[src/rtl/gpi_ctrl_if.sv]
// Bus port of gpi_ctrl: fsb chip select, word address, direction and data.
interface gpi_ctrl_if;
  // Transfer semantics: en is the valid; the slave is always ready. A write
  // commits on the rising clk edge where en=1 and drw=1; with en=1 and drw=0
  // dout carries the addressed register combinationally in that same cycle.
  logic        en;
  logic [31:0] addr;
  logic        drw;
  logic [31:0] din;
  logic [31:0] dout;

  modport master (output en, output addr, output drw, output din, input dout);
  modport slave  (input en, input addr, input drw, input din, output dout);
endinterface

[src/rtl/gpi_ctrl.sv]
// Memory-mapped GPI controller: sync, tick debounce, sticky edge status, masked irq.
// Optional per-bit rising/falling edge select at offset 4 under GPI_EDGE_SEL_EN.
module gpi_ctrl #(
  parameter int          WIDTH      = 8,
  parameter logic [15:0] DB_DEFAULT = 16'd50000
) (
  input  logic             clk,
  input  logic             rst,
  gpi_ctrl_if.slave        bus,
  input  logic [WIDTH-1:0] gpi,
  output logic             irq
);

  localparam logic [2:0] OFF_VALUE  = 3'd0;
  localparam logic [2:0] OFF_STATUS = 3'd1;
  localparam logic [2:0] OFF_MASK   = 3'd2;
  localparam logic [2:0] OFF_DBR    = 3'd3;
`ifdef GPI_EDGE_SEL_EN
  localparam logic [2:0] OFF_EDGE   = 3'd4;
`endif

  logic             wr_en;
  logic [2:0]       off;
  logic [WIDTH-1:0] din_w;
  logic             unused_bits;

  logic [WIDTH-1:0] sync1, sync2, hist0, hist1;
  logic [WIDTH-1:0] value, status, mask;
  logic [15:0]      dbr, presc;
  logic             tick;
  logic [WIDTH-1:0] stable_hi, stable_lo, value_nxt, evt, clr, status_nxt;
  logic [31:0]      rdata;
`ifdef GPI_EDGE_SEL_EN
  logic [WIDTH-1:0] edge_sel, rise, fall;
`endif

  assign wr_en       = bus.en & bus.drw;
  assign off         = bus.addr[4:2];
  assign din_w       = bus.din[WIDTH-1:0];
  assign unused_bits = &{1'b0, bus.addr[31:5], bus.addr[1:0], bus.din};

  always_comb begin
    tick      = (presc == dbr);
    // A level is accepted once the current sample and both older tick samples agree.
    stable_hi = sync2 & hist0 & hist1;
    stable_lo = ~(sync2 | hist0 | hist1);
    value_nxt = tick ? ((value | stable_hi) & ~stable_lo) : value;
`ifdef GPI_EDGE_SEL_EN
    rise      = value_nxt & ~value;
    fall      = value & ~value_nxt;
    evt       = (rise & edge_sel) | (fall & ~edge_sel);
`else
    evt       = value_nxt ^ value;
`endif
    clr        = (wr_en && off == OFF_STATUS) ? din_w : '0;
    // Set beats clear when an event lands in the same cycle as the W1C write.
    status_nxt = (status & ~clr) | evt;
  end

  always_ff @(posedge clk or posedge rst) begin
    if (rst) begin
      sync1    <= '0;
      sync2    <= '0;
      hist0    <= '0;
      hist1    <= '0;
      value    <= '0;
      status   <= '0;
      mask     <= '0;
      dbr      <= DB_DEFAULT;
      presc    <= '0;
      irq      <= 1'b0;
`ifdef GPI_EDGE_SEL_EN
      edge_sel <= '0;
`endif
    end else begin
      sync1  <= gpi;
      sync2  <= sync1;
      if (wr_en && off == OFF_DBR) presc <= '0;
      else if (tick)               presc <= '0;
      else                         presc <= presc + 16'd1;
      if (tick) begin
        hist0 <= sync2;
        hist1 <= hist0;
      end
      value  <= value_nxt;
      status <= status_nxt;
      irq    <= |(status_nxt & mask);
      if (wr_en && off == OFF_MASK) mask <= din_w;
      if (wr_en && off == OFF_DBR)  dbr  <= bus.din[15:0];
`ifdef GPI_EDGE_SEL_EN
      if (wr_en && off == OFF_EDGE) edge_sel <= din_w;
`endif
    end
  end

  always_comb begin
    rdata = '0;
    if (bus.en && !bus.drw) begin
      case (off)
        OFF_VALUE:  rdata[WIDTH-1:0] = value;
        OFF_STATUS: rdata[WIDTH-1:0] = status;
        OFF_MASK:   rdata[WIDTH-1:0] = mask;
        OFF_DBR:    rdata[15:0]      = dbr;
`ifdef GPI_EDGE_SEL_EN
        OFF_EDGE:   rdata[WIDTH-1:0] = edge_sel;
`endif
        default:    rdata = '0;
      endcase
    end
  end

  assign bus.dout = rdata;

endmodule
[src/flat_wrapper.sv]
// flat-port wrapper written by rule: the top's interface ports become plain ports
module gpi_ctrl_flat 
#(
  parameter int          WIDTH      = 8,
  parameter logic [15:0] DB_DEFAULT = 16'd50000
)
  (clk, rst, gpi, irq, bus_en, bus_addr, bus_drw, bus_din, bus_dout);
  gpi_ctrl_if bus_i ();
  input  logic clk;
  input  logic rst;
  input  logic [WIDTH-1:0] gpi;
  output logic irq;
  input wire logic [$bits(bus_i.en)-1:0] bus_en;
  input wire logic [$bits(bus_i.addr)-1:0] bus_addr;
  input wire logic [$bits(bus_i.drw)-1:0] bus_drw;
  input wire logic [$bits(bus_i.din)-1:0] bus_din;
  output wire logic [$bits(bus_i.dout)-1:0] bus_dout;
  assign bus_i.en = bus_en;
  assign bus_i.addr = bus_addr;
  assign bus_i.drw = bus_drw;
  assign bus_i.din = bus_din;
  assign bus_dout = bus_i.dout;
  gpi_ctrl #(.WIDTH(WIDTH), .DB_DEFAULT(DB_DEFAULT)) u_core (.clk(clk), .rst(rst), .bus(bus_i), .gpi(gpi), .irq(irq));
endmodule
[config.mk]
export PLATFORM = sky130hd
export DESIGN_NAME = gpi_ctrl_flat
export DESIGN_NICKNAME = d
export VERILOG_FILES = /design/src/rtl/gpi_ctrl_if.sv /design/src/rtl/gpi_ctrl.sv /design/src/flat_wrapper.sv
export SDC_FILE = /design/constraint.sdc
export NUM_CORES = 1
export LEC_CHECK = 0
export BUFFER_PORTS_ARGS = -buffer_cell sky130_fd_sc_hd__clkbuf_2
export CAP_MARGIN = 20
export CORE_UTILIZATION = 50
export CTS_BUF_LIST = sky130_fd_sc_hd__clkbuf_4 sky130_fd_sc_hd__clkbuf_8
export CTS_CLUSTER_SIZE = 24
export DETAILED_ROUTE_END_ITERATION = 8
export GPL_ROUTABILITY_DRIVEN = 0
export GPL_TIMING_DRIVEN = 1
export PLACE_DENSITY_LB_ADDON = 0.3
export RECOVER_POWER = 50
export SYNTH_ARGS = -nofsm -noshare
export SYNTH_HDL_FRONTEND = slang
export SYNTH_SLANG_ARGS = --single-unit
[constraint.sdc]
create_clock -name clk -period 2.3 [get_ports clk]
set_input_delay 0.115 -clock clk [delete_from_list [all_inputs] [get_ports clk]]
set_output_delay 0.115 -clock clk [all_outputs]
set_load 0.05 [all_outputs]
==> out/results.ini <==
[status]
status = complete, no violations

[sta]
fmax_ghz = 0.4947
slew_violations = 0
fin_crit_sh_pct = 87.89
skew_ns = 0.01134
setup-violations-final = 0
holdWs_ns = 0.02482
fin_tns_setup_ns = 0
tightest_slew_ns = 1.112
grt_setup_unrepaired = no
timing.final.ws_setup_ns = 0.2786
timing.final.crit_period_ns = 2.021
slew_headroom_pct = 25.48
finalHoldViolations = 0

[floorplanning]
fp.dieH_um = 95.44
io_pins = 109
core-area_mm2 = 0.008341
die-area_mm2 = 0.009109
start_util_pct = 52.34
row_count = 33
die_x_um = 95.44

[power]
power_density_mw_per_mm2 = 814.3
leakage_nw = 2.168
peakVddDrop_mv = 0.4569
total_power_mw = 4.123

[placed_design]
hpwl_um = 5848
dpl_cell_area_mm2 = 0.004688
placedCellCount = 519
dpl_worst_slack_ns = 0.2967
io_buffers = 47

[layout]
syn2layout_area_growth_pct = 15.99
drive_gt1_share_pct = 29.08
nFillCells = 678
design_area_mm2 = 0.005064
seqCellArea_mm2 = 0.002235
diodes = 0
fin_util_pct = 60.71
instances_no_fill = 552
multi_input_area_mm2 = 0.001969
layout.nets = 519

[synth]
synthMuxAreaShare_pct = 13.93
yosysMostFrequentCell = dfrtp_1
synth.avg_cell_area_um2 = 11.83
synth_cells = 369
synth_edf_count = 0
yosys-top-cells-count = dfrtp_1, mux2_2, nor2_1
synth_top_family_by_area = simple AND/OR/NAND/NOR gates
synthAdderAreaFrac_pct = 0.2866
yosys_register_bits = 89
yosysUniqueCellTypes = 36
postSynth.asyncResetShare_pct = 100.0
synth.area.top_cells = dfrtp_1, mux2_2, xnor2_1
synthFlopType = dfrtp_1
syn_area_mm2 = 0.004365
yosys.area.top_type = dfrtp_1
synth_warnings = 0
synth_seq_area_share_pct = 51.19
yosys.area_share.xor_xnor_pct = 6.019
netlist.area_leader.share_pct = 47.58
synth-compound-area-share_pct = 7.567
yosys.area_share.simple_pct = 16.08

[drt]
ant_nets = 0
top_layer = met4
wl_met1_um = 3954
wl_per_cell_um = 15.44
drt_iter0_drc = 129
drt_drc_violations_left = 0
drt-total-wl_um = 8524
drt_first_pass_iters = 4
wl_met3_um = 402
vias = 3027
dr_wl_met2_um = 4033
via_per_inst = 5.484

[clock_network]
cts_root_buffer = clkbuf_8
clkTransAtPathRegs_ns = 0.09
cts.sinks = 89
clock_latency_ns = 0.36
cts_tree = done
post_cts_buffers = 0
cts_made_buffers = 9
cts_buffer_depth = 2
htreeDepth = 3

[setup_path]
critical_path_class = in2reg
cp_slowest_cell = clkbuf_1
worstSetupEndpointType = flop
required_ns = 2.54
cp_slowest_stage_delay_ns = 0.76
critPathArrivalTime_ns = 2.26
path_cells = clkbuf_1, nand3b_1, nor2_1, clkbuf_1, or2_0, buf_4, nor2_1
cp_max_fo = 17
start_kind = primary input

[grt]
track_usage_pct = 20.45
overflow = 0
grt_pass1_vias = 2836
grt_pass1_wl_um = 13940
grt_max_degree = 67
antenna_found_initial = 0

[run]
cap_violations = 0

[hold_path]
hold_path.class = in2reg

## state kept, by name, summed over array words and instances (netlist names)
| register | count |
|---|---|
| u_core.dbr | 16 |
| u_core.mask | 8 |
| u_core.status | 8 |
| u_core.value | 8 |
| u_core.sync2 | 8 |
| u_core.hist1 | 8 |
| u_core.presc | 16 |
| u_core.irq | 1 |
| u_core.sync1 | 8 |
| u_core.hist0 | 8 |
## path summary, 6_finish.rpt
path	slack [ns]	cells past startpoint	to	start
worst max-delay path	0.28	7	u_core.presc[8]	bus_addr[3]
max in group asynchronous	0.94	4	u_core.dbr[4]	rst
min in group asynchronous	0.50	3	u_core.value[2]	rst
worst max register to register	0.29	7	u_core.presc[8]	u_core.dbr[1]
worst min-delay path	0.02	3	u_core.mask[1]	bus_din[1]
worst min register to register	0.35	0	u_core.sync2[3]	u_core.sync1[3]
## placed cells by master (no fill, tap or decap), types with 6 or more instances in the layout
cell and instances:
dfrtp_1 83, and2_1 8, a21oi_1 6, a211oi_2 8, conb_1 16, nand2_1 26
clkbuf_2 45, nand3_1 7, o2bb2ai_1 6, a31oi_1 12, and4b_1 6, nor4b_1 9
nor3_1 11, mux4_2 8, o21ai_0 11, mux2_2 38, clkbuf_8 9, nor2b_1 10
dfstp_2 6, dlygate4sd3_1 17, nor2_1 32, xnor2_1 25
## metal layers
metal  GRT usage [%]  up-vias
met5               0        -
met4           6.841        0
met3           5.582       11
met2           32.32       67
met1           27.29     1510
li1                -     1439
## area by class of cell
type | count | area share, %
Clock buffer | 10 | 2.595
Clock inverter | 6 | 1.829
Inverter | 6 | 0.4695
Multi-Input combinational cell | 264 | 38.89
Sequential cell | 89 | 44.13
Tap cell | 105 | 2.595
Timing Repair Buffer | 72 | 9.489
## power breakdown
group / internal, mW / leakage (nW) / switching [mW]
Clock: 0.627 / 0.106 / 0.552
Sequential: 1.84 / 1.11 / 0.279
Combinational: 0.417 / 0.949 / 0.411
Total: 2.88 / 2.17 / 1.24
## timing repair
item	4_1_cts	5_1_grt
endpoints found under the hold margin	35	0
gates resized for setup	0	0
hold buffers	17	0
## kinds of logic (layout without fill, tap and decap cells)
family | count (synthesis) | count (layout)
buffers and inverters | 31 | 94
other | 1 | 16
xor gates and xnor gates | 30 | 30
muxes | 46 | 46
DFF | 89 | 89
and+or+nand+nor | 126 | 126
AOI/OAI and AO/OA | 45 | 45
adders and majority gates | 1 | 1
## critical path: cells and delay by family
kind | cells | cell delay (ns)
buffers and inverters | 3 | 1.52
and+or+nand+nor | 4 | 0.61
Note: power is estimated with default switching activity, not from simulation.
